==> config.mk <==
export PLATFORM = sky130hd
export DESIGN_NAME = blit_loop_seq_flat
export DESIGN_NICKNAME = d
export VERILOG_FILES = /design/src/rtl/blit_loop_seq_pkg.sv /design/src/rtl/blit_loop_seq_if.sv /design/src/rtl/blit_inner_cnt.sv /design/src/rtl/blit_loop_seq.sv /design/src/flat_wrapper.sv
export SDC_FILE = /design/constraint.sdc
export NUM_CORES = 1
export LEC_CHECK = 0
export CAP_MARGIN = 10
export CORE_MARGIN = 4
export CORE_UTILIZATION = 51
export CTS_CLUSTER_DIAMETER = 30
export CTS_CLUSTER_SIZE = 25
export DETAILED_ROUTE_END_ITERATION = 12
export GPL_ROUTABILITY_DRIVEN = 0
export HOLD_SLACK_MARGIN = 0.15
export PLACE_DENSITY = 0.84
export SLEW_MARGIN = 40
export SYNTH_ARGS = -nofsm -noshare
export SYNTH_HDL_FRONTEND = slang
export SYNTH_SLANG_ARGS = --single-unit
==> constraint.sdc <==
create_clock -name sys_clk -period 4.7 [get_ports sys_clk]
set_input_delay 0.705 -clock sys_clk [delete_from_list [all_inputs] [get_ports sys_clk]]
set_output_delay 0.705 -clock sys_clk [all_outputs]
set_load 0.05 [all_outputs]
==> src/rtl/blit_loop_seq_pkg.sv <==
// Shared definitions for the blitter loop sequencer: state encoding,
// default inner count width and the phase-detect convention.
package blit_loop_seq_pkg;

    localparam int ICW_DEFAULT = 16;

    typedef enum logic [2:0] {
        IDLE,
        INNER,
        A1UPD,
        A2UPD,
        OUTER,
        CHECK,
        DONE
    } blit_state_t;

    // A phase is the sys_clk cycle in which the strobe has just risen:
    // the registered copy is still low while the live strobe is high.
    function automatic logic phase_detect(input logic old_clk, input logic clk);
        return ~old_clk & clk;
    endfunction

endpackage

==> src/rtl/blit_loop_seq_if.sv <==
// Command/datapath bundle between the GPU write path, the outer counter and
// the loop sequencer. The master side issues commands and observes strobes;
// the slave side is the sequencer itself.
interface blit_loop_seq_if #(
    parameter int ICW = blit_loop_seq_pkg::ICW_DEFAULT
);
    logic            countld;
    logic [31:0]     gpu_din;
    logic            go;
    logic            upda1;
    logic            upda2;
    logic            outer0;
    logic            step_ack;

    logic            inner_step;
    logic [ICW-1:0]  icount;
    logic            ocntena;
    logic            a1_upd;
    logic            a2_upd;
    logic            busy;
    logic            done;

    modport master (
        output countld, gpu_din, go, upda1, upda2, outer0, step_ack,
        input  inner_step, icount, ocntena, a1_upd, a2_upd, busy, done
    );

    modport slave (
        input  countld, gpu_din, go, upda1, upda2, outer0, step_ack,
        output inner_step, icount, ocntena, a1_upd, a2_upd, busy, done
    );
endinterface

==> src/rtl/blit_inner_cnt.sv <==
// Inner (pixel) loop counter: reloadable down-counter with a last-step flag,
// built in the same style as the outer line counter.
module blit_inner_cnt import blit_loop_seq_pkg::*; #(
    parameter int ICW = ICW_DEFAULT
) (
    input  logic           sys_clk,
    input  logic           reset,
    input  logic           phase,
    input  logic           load,
    input  logic [ICW-1:0] load_val,
    input  logic           dec,
    output logic [ICW-1:0] count,
    output logic           last
);

    // Reload takes priority over a step; a zero reload wraps on the first step,
    // which is what gives a full 2^ICW-step line.
    always_ff @(posedge sys_clk or posedge reset) begin
        if (reset) begin
            count <= '0;
        end else if (phase) begin
            if (load) begin
                count <= load_val;
            end else if (dec) begin
                count <= count - {{(ICW-1){1'b0}}, 1'b1};
            end
        end
    end

    assign last = (count == ICW'(1));

endmodule

==> src/rtl/blit_loop_seq.sv <==
// Blitter loop sequencer: runs the pixel loop, optional A1/A2 pointer update
// phases between lines, pulses the outer counter once per line and finishes
// the blit when the outer counter reports zero.
module blit_loop_seq import blit_loop_seq_pkg::*; #(
    parameter int ICW = ICW_DEFAULT
) (
    input  logic            sys_clk,
    input  logic            reset,
    input  logic            clk,
    blit_loop_seq_if.slave  bus
);

    logic           old_clk;
    logic           phase;
    blit_state_t    state;
    blit_state_t    state_next;
    logic [ICW-1:0] inner_rld;
    logic           cnt_load;
    logic           cnt_dec;
    logic           cnt_last;
    logic           unused_din;

    assign unused_din = ^bus.gpu_din[31:ICW];

    // Registered copy of the phase strobe for rising-edge detection.
    always_ff @(posedge sys_clk or posedge reset) begin
        if (reset) begin
            old_clk <= 1'b0;
        end else begin
            old_clk <= clk;
        end
    end

    assign phase = phase_detect(old_clk, clk);

    // Inner reload register; a write mid-blit only affects the next line start.
    always_ff @(posedge sys_clk or posedge reset) begin
        if (reset) begin
            inner_rld <= '0;
        end else if (phase && bus.countld) begin
            inner_rld <= bus.gpu_din[ICW-1:0];
        end
    end

    blit_inner_cnt #(.ICW(ICW)) u_inner_cnt (
        .sys_clk  (sys_clk),
        .reset    (reset),
        .phase    (phase),
        .load     (cnt_load),
        .load_val (inner_rld),
        .dec      (cnt_dec),
        .count    (bus.icount),
        .last     (cnt_last)
    );

    // State register, advancing only on a phase.
    always_ff @(posedge sys_clk or posedge reset) begin
        if (reset) begin
            state <= IDLE;
        end else if (phase) begin
            state <= state_next;
        end
    end

    // Next-state and counter control; go outside IDLE is simply not looked at.
    always_comb begin
        state_next = state;
        cnt_load   = 1'b0;
        cnt_dec    = 1'b0;
        case (state)
            IDLE: begin
                if (bus.go) begin
                    if (bus.outer0) begin
                        state_next = DONE;
                    end else begin
                        cnt_load   = 1'b1;
                        state_next = INNER;
                    end
                end
            end
            INNER: begin
                if (bus.step_ack) begin
                    cnt_dec = 1'b1;
                    if (cnt_last) begin
                        if (bus.upda1) begin
                            state_next = A1UPD;
                        end else if (bus.upda2) begin
                            state_next = A2UPD;
                        end else begin
                            state_next = OUTER;
                        end
                    end
                end
            end
            A1UPD: begin
                state_next = bus.upda2 ? A2UPD : OUTER;
            end
            A2UPD: begin
                state_next = OUTER;
            end
            OUTER: begin
                state_next = CHECK;
            end
            CHECK: begin
                if (bus.outer0) begin
                    state_next = DONE;
                end else begin
                    cnt_load   = 1'b1;
                    state_next = INNER;
                end
            end
            DONE: begin
                state_next = IDLE;
            end
            default: begin
                state_next = IDLE;
            end
        endcase
    end

    // Output strobes are registered from the state being entered, so they
    // change only on a phase and are decoded from a single state value.
    always_ff @(posedge sys_clk or posedge reset) begin
        if (reset) begin
            bus.inner_step <= 1'b0;
            bus.a1_upd     <= 1'b0;
            bus.a2_upd     <= 1'b0;
            bus.ocntena    <= 1'b0;
            bus.done       <= 1'b0;
            bus.busy       <= 1'b0;
        end else if (phase) begin
            bus.inner_step <= (state_next == INNER);
            bus.a1_upd     <= (state_next == A1UPD);
            bus.a2_upd     <= (state_next == A2UPD);
            bus.ocntena    <= (state_next == OUTER);
            bus.done       <= (state_next == DONE);
            bus.busy       <= (state_next != IDLE);
        end
    end

endmodule
==> src/flat_wrapper.sv <==
// flat-port wrapper written by rule: the top's interface ports become plain ports
module blit_loop_seq_flat import blit_loop_seq_pkg::*;
#(
    parameter int ICW = ICW_DEFAULT
)
  (sys_clk, reset, clk, bus_countld, bus_gpu_din, bus_go, bus_upda1, bus_upda2, bus_outer0, bus_step_ack, bus_inner_step, bus_icount, bus_ocntena, bus_a1_upd, bus_a2_upd, bus_busy, bus_done);
  blit_loop_seq_if #(.ICW(ICW)) bus_i ();
  input  logic sys_clk;
  input  logic reset;
  input  logic clk;
  input wire logic [$bits(bus_i.countld)-1:0] bus_countld;
  input wire logic [$bits(bus_i.gpu_din)-1:0] bus_gpu_din;
  input wire logic [$bits(bus_i.go)-1:0] bus_go;
  input wire logic [$bits(bus_i.upda1)-1:0] bus_upda1;
  input wire logic [$bits(bus_i.upda2)-1:0] bus_upda2;
  input wire logic [$bits(bus_i.outer0)-1:0] bus_outer0;
  input wire logic [$bits(bus_i.step_ack)-1:0] bus_step_ack;
  output wire logic [$bits(bus_i.inner_step)-1:0] bus_inner_step;
  output wire logic [$bits(bus_i.icount)-1:0] bus_icount;
  output wire logic [$bits(bus_i.ocntena)-1:0] bus_ocntena;
  output wire logic [$bits(bus_i.a1_upd)-1:0] bus_a1_upd;
  output wire logic [$bits(bus_i.a2_upd)-1:0] bus_a2_upd;
  output wire logic [$bits(bus_i.busy)-1:0] bus_busy;
  output wire logic [$bits(bus_i.done)-1:0] bus_done;
  assign bus_i.countld = bus_countld;
  assign bus_i.gpu_din = bus_gpu_din;
  assign bus_i.go = bus_go;
  assign bus_i.upda1 = bus_upda1;
  assign bus_i.upda2 = bus_upda2;
  assign bus_i.outer0 = bus_outer0;
  assign bus_i.step_ack = bus_step_ack;
  assign bus_inner_step = bus_i.inner_step;
  assign bus_icount = bus_i.icount;
  assign bus_ocntena = bus_i.ocntena;
  assign bus_a1_upd = bus_i.a1_upd;
  assign bus_a2_upd = bus_i.a2_upd;
  assign bus_busy = bus_i.busy;
  assign bus_done = bus_i.done;
  blit_loop_seq #(.ICW(ICW)) u_core (.sys_clk(sys_clk), .reset(reset), .clk(clk), .bus(bus_i));
endmodule
-- After elaboration in Yosys (flattened, before gate mapping)
Cells that the tools add are included.
- logic and storage cells: 43
- input bits: 41
- bits in latches: 0
- memories: 0
- bits in writable memories: 0
- output and inout port bits: 22
- register bits after elaboration: 42
- ROM bits: 0
- reductions and logical operators: 5
- $lt $le $gt $ge: 0
- eq/ne operators: 11
- $mul: 0
- add/subtract/negate cells: 1
- bitwise gates (word level): 2
- mux-type cells: 14
- shift operators: 0
- divide/modulo/power cells: 0
- operators by type and width (kind ; number):
    2-to-1 mux 16 bit ; 2
    2-to-1 mux 3 bit ; 6
    one-hot mux 3 bit (6 select lines) ; 1
    == test 16 x 1 -> 1 bit (second input constant) ; 1
    subtractor 16 x 1 -> 16 bit (second input constant) ; 1
    == test 3 x 2 -> 1 bit (second input constant) ; 4
    == test 3 bit (second input constant) ; 4
    == test 3 x 1 -> 1 bit (second input constant) ; 2
    2-to-1 mux 1 bit ; 4
    logical NOT 3 bit ; 1
    nonzero test 3 bit ; 1
    one-hot mux 1 bit (2 select lines) ; 1
    AND reduction 2 bit ; 1
    nonzero test 2 bit ; 1
    bitwise AND 1 bit ; 1
    logical AND 1 bit ; 1
    NOT 1 bit ; 1

-- Logic depth before layout (Yosys ltp)
Gate-level depths: netlist of the first run.
- word-level depth: 6
- gate-level depth with buffers: 8
- gate-level depth less buffers: 7

-- Modules after synthesis
A second synthesis of the first run with hierarchy kept.
- cell total of the unflattened synthesis: 227
- area, all modules: 2292.2 um2
- modules (own cells, without submodules) (module ; cells each ; instances ; area an instance (um2) ; sequential area each (um2)):
    blit_loop_seq ; 96 ; 1 ; 1199.9 ; 650.6
    blit_inner_cnt ; 131 ; 1 ; 1092.3 ; 400.4

-- Worst setup path before layout of the first run
No wires, ideal clock.
- kind: reg-to-reg
- start point: register u_core.u_inner_cnt.count[1]
- end point: register u_core.u_inner_cnt.count[12]
- data required time: 4.610 ns
- clock period less this slack: 2.232 ns
- stages on the path, launching flop included: 7
- arrival time: 2.142 ns
- path slack: 2.468 ns
- buffers on the path: 0
- setup time: 0.090 ns
- cells stage by stage: dfrtp_1 inv_1 ha_1 or3b_1 or3_1 or4_1 o221ai_1
- cells in the longest elaborated chain, start to end: 3
- RTL lines (what ; line ; text):
    start, declared ; blit_inner_cnt.sv:12 ; output logic [ICW-1:0] count,
    start signal, assigned ; blit_inner_cnt.sv:23 ; count <= load_val;
    start signal, assigned ; blit_inner_cnt.sv:25 ; count <= count - {{(ICW-1){1'b0}}, 1'b1};
    subtractor 16 x 1 -> 16 bit ; blit_inner_cnt.sv:25 ;
    2-to-1 mux 16 bit ; blit_inner_cnt.sv:24 ; end else if (dec) begin
    2-to-1 mux 16 bit ; blit_inner_cnt.sv:22 ; if (load) begin
No other way between the ends. The select of a mux whose other input is x is not followed.
A chain may end at the register's enable or synchronous reset.

-- Final worst setup path of the first run
- start point: input port bus_outer0
- end point: register u_core.u_inner_cnt.count[12]
- cells in the longest elaborated chain, start to end: 5
- elaborated cells on any way between the ends: 6
- those cells by class: mux: 4; reduce/logical: 2
- RTL lines (what ; line ; text):
    start, declared ; flat_wrapper.sv:16 ; input wire logic [$bits(bus_i.outer0)-1:0] bus_outer0;
    2-to-1 mux 1 bit * ; blit_loop_seq.sv:73, blit_loop_seq.sv:105 ;
    2-to-1 mux 1 bit ; blit_loop_seq.sv:72 ; if (bus.go) begin
    one-hot mux 1 bit (2 select lines) * ; blit_loop_seq.sv:70 ; case (state)
    nonzero test 2 bit (no source line) ; - ;
    AND reduction 2 bit (no source line) ; - ;
Every way passes the cells marked *; elsewhere a longest branch is shown, timed or not.

==> results_dict.tcl, run 1 <==
set metrics [dict create \
    hold_class "reg -> reg" \
    grt_max_degree 43 \
    place_ws_ns 1.67 \
    synth_edf_count 0 \
    post_cts_resized 0 \
    grt_pass1_vias 1811 \
    ys_ff_latch 42 \
    drive_gt1_share_pct 12.3 \
    synth.distinct_cells 50 \
    max_freq_mhz 366 \
    cts_root_buffer "clkbuf_8" \
    irDropWorstVdd_uv 363 \
    synthToLayoutAreaGrowth_pct 25.6 \
    cts_tree "done" \
    cp.buffers_inverters 1 \
    path_delay_family "compound AO/OA/AOI/OAI gates" \
    synth-simple-area-share_pct 20.0 \
    maxCapViolCount 0 \
    synth_top_family_by_area "compound AO/OA/AOI/OAI gates" \
    slowest_stage "a2111o_1" \
    finalInstanceArea_um2 2820 \
    antenna_found_initial 0 \
    drtIter0Drc 151 \
    io_pins 63 \
    drtPass1Iterations 4 \
    cp_max_fo 22 \
    outcome "complete, no violations" \
    synth_top_area_cell "dfrtp_1" \
    num_antenna_cells 0 \
    rsz0062_at_grt "no" \
    slew_headroom_pct 48.6 \
    reg2reg_slack_ns 2.39 \
    worst_skew_pair.late_latency_ns 0.30 \
    syn_area_um2 2240 \
    wl_per_cell_um 15.8 \
    final_cells 327 \
    synth_fp_nets 277 \
    cts_buffers 5 \
    syn_inst 234 \
    power_leakage_nw 1.10 \
    hold_violations 0 \
    clock_path_buffers 2 \
    synth_compound_area_share_pct 20.2 \
    dpl.hpwl_um 3620 \
    yosys_warnings 0 \
    via_count 1922 \
    yosysMostFrequentCell "dfrtp_1" \
    start_util_pct 54.5 \
    synthFlopType "dfrtp_1" \
    synth_top_area_share_pct 46.8 \
    setup_tns_ns 0 \
    drv_slew 0 \
    ys_seq_area_share_pct 46.8 \
    ctsHoldBuffers 0 \
    period_minus_slack_ns 2.73 \
    drc_errors 0 \
    critPathKind "in -> reg" \
    viasPerCell 5.88 \
    max_stage_delay_ns 0.71 \
    crit_chain "clkdlybuf4s50_1 > nor3b_2 > a211oi_1 > a2111o_1 > or4_1 > o221ai_1" \
    worst_slack_ns 1.97 \
    grt_pass1_wl_um 8600 \
    cts_max_level 2 \
    grt_usage_pct 20.4 \
    worst_slew_pin_slew_ns 0.769 \
    cp-end-kind "register" \
    layout.nets 319 \
    cp.arrival_ns 2.94 \
    placed_area_um2 2730 \
    port_buffers 46 \
    die_h_um 74.3 \
    dp.cells 319 \
    cts.sinks 42 \
    synthTopCellsByCount "42 x dfrtp_1, 19 x a21oi_1, 19 x nand2_1, 19 x nor2_1, 16 x mux2_2" \
    crit_required_ns 4.91 \
    synthAdderAreaFrac_pct 1.11 \
    dieWidth_um 74.3 \
    synth_xor_area_share_pct 0 \
    totalWireLength_um 5160 \
    synth_area_leaders "dfrtp_1 47%, mux2_2 8.0%, a21oi_1 4.2%" \
    synthArstFlopShare_pct 100 \
    cts_setup_buffers 0 \
    synthMuxAreaShare_pct 8.03 \
    overflow 0 \
    cellPowerDensity_nw_per_um2 606 \
    die_area_um2 5530 \
    finClkSkew_ns 0.00814 \
    final_antenna_net_count 0 \
    num_rows 23 \
    crit_path_start_kind "input pin" \
    syn_area_per_cell_um2 9.59 \
    finalSetupViolations 0 \
    path_clk_slew_ns 0.08 \
    period_share_pct 58.2 \
    coreArea_um2 4120 \
]
final timing paths:
check,from,endpoint,cells after the start
setup reg to reg,u_core.state[0]$_DFFE_PP0P_,u_core.u_inner_cnt.count[12]$_DFFE_PP0P_,5
max in group asynchronous,reset,u_core.inner_rld[9]$_DFFE_PP0P_,3
hold reg to reg,u_core.bus.a1_upd$_DFFE_PP0P_,u_core.bus.a1_upd$_DFFE_PP0P_,2
setup / recovery,bus_outer0,u_core.u_inner_cnt.count[12]$_DFFE_PP0P_,6
hold / removal,u_core.bus.a1_upd$_DFFE_PP0P_,u_core.bus.a1_upd$_DFFE_PP0P_,2
min in group asynchronous,reset,u_core.u_inner_cnt.count[7]$_DFFE_PP0P_,3
cell type report:
| cell class | count | area [µm²] |
|---|---|---|
| Timing Repair Buffer | 48 | 475 |
| Multi-Input combinational cell | 172 | 1110 |
| Tap cell | 50 | 62.6 |
| Clock buffer | 7 | 86.3 |
| Fill cell | 346 | 1300 |
| Sequential cell | 42 | 1050 |
| Inverter | 7 | 26.3 |
| Clock inverter | 1 | 5.00 |
report_power, final:
| part | switching [mW] | internal (mW) | leakage [nW] |
|---|---|---|---|
| Sequential | 0.152 | 0.472 | 0.514 |
| Combinational | 0.531 | 0.315 | 0.540 |
| Clock | 0.122 | 0.119 | 0.0482 |
| Total | 0.805 | 0.905 | 1.10 |
flip-flops by register name (all words and copies together) (netlist names):
register,cells
u_core.bus.a1_upd,1
u_core.bus.a2_upd,1
u_core.bus.busy,1
u_core.bus.done,1
u_core.bus.inner_step,1
u_core.bus.ocntena,1
u_core.inner_rld,16
u_core.old_clk,1
u_core.state,3
u_core.u_inner_cnt.count,16
per-layer routing:
layer	up-vias	share of wire, %	GRT usage, %
met5	-	0	0
met4	0	1.3	5.93
met3	9	6.1	4.59
met2	57	48	32.6
met1	907	44	28.2
li1	949	-	-
metrics by stage:
step	utilization [%]	total power, mW	hold slack [ns]
2_1_floorplan	-	1.20	0.473
3_3_place_gp	66.2	1.45	0.468
3_5_place_dp	66.3	1.47	0.472
4_1_cts	68.5	1.72	0.490
5_1_grt	68.5	1.82	0.525
6_report	68.5	1.71	0.488
layout by cell type (no fill, tap or decap), drive strengths merged, types with 2 or more instances in the layout:
cell           instances
nand4bb                2
nor4                   6
and2                   3
mux2                  16
a22o                   2
nor3                   8
clkdlybuf4s50         46
nand4                  3
a21oi                 19
o311ai                 2
nand3                  5
o211ai                 2
nor3b                  3
o21a                   3
or2                    3
nor2                  19
nand2b                 4
o31ai                  5
inv                    7
ha                     2
o21ai                 21
or4                    2
clkbuf                 7
nand2                 19
buf                    2
o2bb2ai                3
dfrtp                 42
or3                    3
logic make-up (layout without fill, tap and decap cells):
kind of cell,count (synthesis),in the layout
and+or+nand+nor,84,84
muxes,16,16
AOI/OAI and AO/OA,70,70
buffers and inverters,20,63
adders and majority gates,2,2
DFF,42,42
worst reg2reg max path, delay by kind of cell, from the launching register on:
kind             cells  cell delay [ns]
flip-flops           1             0.52
AND/OR/NAND/NOR      2             0.84
AO/OA/AOI/OAI        3             0.89
Power figures use the tool's default switching activity.
==> run 2, diff against run 1 <==
--- a/config.mk
+++ b/config.mk
@@ -7,13 +7,13 @@
 export LEC_CHECK = 0
 export CAP_MARGIN = 10
 export CORE_MARGIN = 4
-export CORE_UTILIZATION = 51
+export CORE_UTILIZATION = 43
 export CTS_CLUSTER_DIAMETER = 30
 export CTS_CLUSTER_SIZE = 25
 export DETAILED_ROUTE_END_ITERATION = 12
 export GPL_ROUTABILITY_DRIVEN = 0
 export HOLD_SLACK_MARGIN = 0.15
-export PLACE_DENSITY = 0.84
+export PLACE_DENSITY = 0.76
 export SLEW_MARGIN = 40
 export SYNTH_ARGS = -nofsm -noshare
 export SYNTH_HDL_FRONTEND = slang
==> constraint.sdc (replaced) <==
create_clock -name sys_clk -period 2.3 [get_ports sys_clk]
set_input_delay 0.345 -clock sys_clk [delete_from_list [all_inputs] [get_ports sys_clk]]
set_output_delay 0.345 -clock sys_clk [all_outputs]
set_load 0.05 [all_outputs]
==> results_dict.tcl, run 2 (synthesis gave the netlist of run 1 again) <==
set metrics [dict create \
    dpl.hpwl_um 3800 \
    finalSetupViolations 0 \
    period_share_pct 89.4 \
    synthToLayoutAreaGrowth_pct 31.3 \
    grt_usage_pct 17.6 \
    cts_buffers 5 \
    dp.cells 352 \
    crit_path_start_kind "register" \
    cp-end-kind "register" \
    dieWidth_um 80.3 \
    cts_root_buffer "clkbuf_8" \
    hold_class "in -> async" \
    drv_slew 0 \
    via_count 1997 \
    grt_pass1_vias 1960 \
    cellPowerDensity_nw_per_um2 1210 \
    final_common_cell "clkdlybuf4s50_1" \
    nFillCells 466 \
    cts_max_level 2 \
    outcome "complete, no violations" \
    path_delay_family "simple AND/OR/NAND/NOR gates" \
    netSwitchingPower_mw 1.67 \
    cts_tree "done" \
    final_cells 360 \
    rsz0062_at_grt "no" \
    worst_slew_pin_slew_ns 0.549 \
    finalInstanceArea_um2 2950 \
    holdWs_ns 0.484 \
    drtPass1Iterations 4 \
    seq_area_um2 1050 \
    post_cts_resized 0 \
    port_buffers 46 \
    crit_chain "nor4_1 > nand4_1 > o21ai_1 > nand2_1 > o41ai_1" \
    die_h_um 80.3 \
    critPathKind "reg -> reg" \
    power_leakage_nw 1.16 \
    final_antenna_net_count 0 \
    totalWireLength_um 5330 \
    max_freq_mhz 487 \
    finalPower_mw 3.56 \
    period_minus_slack_ns 2.06 \
    clock_path_buffers 2 \
    drc_errors 0 \
    seq_power_share_pct 34.7 \
    maxCapViolCount 0 \
    worst_slack_ns 0.245 \
    path_clk_slew_ns 0.09 \
    clockPowerShare_pct 13.5 \
    grt_max_degree 43 \
    max_stage_delay_ns 0.44 \
    num_antenna_cells 0 \
    viasPerCell 5.55 \
    cp.arrival_ns 2.23 \
    start_util_pct 44.2 \
    layout.nets 332 \
    finClkSkew_ns 0.0138 \
    final_cell_mix "46 x clkdlybuf4s50_1, 42 x dfrtp_1, 19 x nand2_1, 19 x a21oi_1, 19 x nor2_1" \
    swShare_pct 46.9 \
    irDropWorstVdd_uv 668 \
    ctsHoldBuffers 0 \
    grt_pass1_wl_um 8940 \
    fin_util_pct 58.1 \
    crit_required_ns 2.47 \
    placed_area_um2 2860 \
    worst_skew_pair.late_latency_ns 0.30 \
    drive_gt1_share_pct 15.9 \
    die_area_um2 6440 \
    slew_headroom_pct 63.4 \
    cp_max_fo 6 \
    coreArea_um2 5070 \
    slowest_stage "dfrtp_1" \
    cts_setup_buffers 0 \
    cp.buffers_inverters 0 \
    cts.sinks 42 \
    p_int_mw 1.89 \
    wl_per_cell_um 14.8 \
    io_pins 63 \
    setup_tns_ns 0 \
    overflow 0 \
    power_frac_comb_pct 51.8 \
    hold_violations 0 \
    largestRegisters "u_core.inner_rld: 16 flops, u_core.u_inner_cnt.count: 16 flops, u_core.state: 3 flops" \
    num_rows 26 \
    drtIter0Drc 118 \
    place_ws_ns -0.00708 \
    multiInputGateArea_um2 1110 \
    antenna_found_initial 0 \
]
[run 2: worst paths after layout]
path	end	slack, ns	from	depth (start not counted)
worst min register to register	u_core.bus.a2_upd$_DFFE_PP0P_	0.49	u_core.bus.a2_upd$_DFFE_PP0P_	2
worst max-delay path	u_core.bus.ocntena$_DFFE_PP0P_	0.24	u_core.u_inner_cnt.count[13]$_DFFE_PP0P_	5
worst min-delay path	u_core.bus.ocntena$_DFFE_PP0P_	0.48	reset	3
worst max register to register	u_core.bus.ocntena$_DFFE_PP0P_	0.24	u_core.u_inner_cnt.count[13]$_DFFE_PP0P_	5
min in group sys_clk	u_core.bus.a2_upd$_DFFE_PP0P_	0.49	u_core.bus.a2_upd$_DFFE_PP0P_	2
max in group asynchronous	u_core.inner_rld[14]$_DFFE_PP0P_	1.43	reset	3
[run 2: final cells by class]
type / count / share of cell area [%]
clock buffers: 5 / 2.33
well taps: 70 / 2.97
clock inverters: 3 / 0.722
flip-flops and latches: 42 / 35.7
multi-input cells: 172 / 37.6
repair buffers: 61 / 19.9
inverters: 7 / 0.891
[run 2: power by group through the flow]
stage / Sequential, mW / Clock [mW] / Combinational, mW
after CTS: 1.23 / 0.493 / 1.85
final: 1.23 / 0.480 / 1.84
after global routing: 1.27 / 0.519 / 1.99
after global placement: 1.23 / 0 / 1.81
after detailed placement: 1.24 / 0 / 1.84
after floorplan: 1.72 / 0 / 0.732
[run 2: worst min-delay path, stage by stage]
cell	delay (ns)
clkdlybuf4s50_1	0.39
inv_1	0.05
buf_4	0.45
[run 2: layer usage]
metal  vias up  part of all wire, %  track usage [%]
li1        980                    -                -
met1       954                   46             23.1
met2        59                   48             28.8
met3         4                  5.1             3.48
met4         0                 0.96             6.08
met5         -                    0                0
==> run 3, diff against run 2 <==
--- a/config.mk
+++ b/config.mk
@@ -5,7 +5,6 @@
 export SDC_FILE = /design/constraint.sdc
 export NUM_CORES = 1
 export LEC_CHECK = 0
-export CAP_MARGIN = 10
 export CORE_MARGIN = 4
 export CORE_UTILIZATION = 43
 export CTS_CLUSTER_DIAMETER = 30
==> results of run 3 <==
No change in the layout: final DEF, timing and power equal those of run 2.
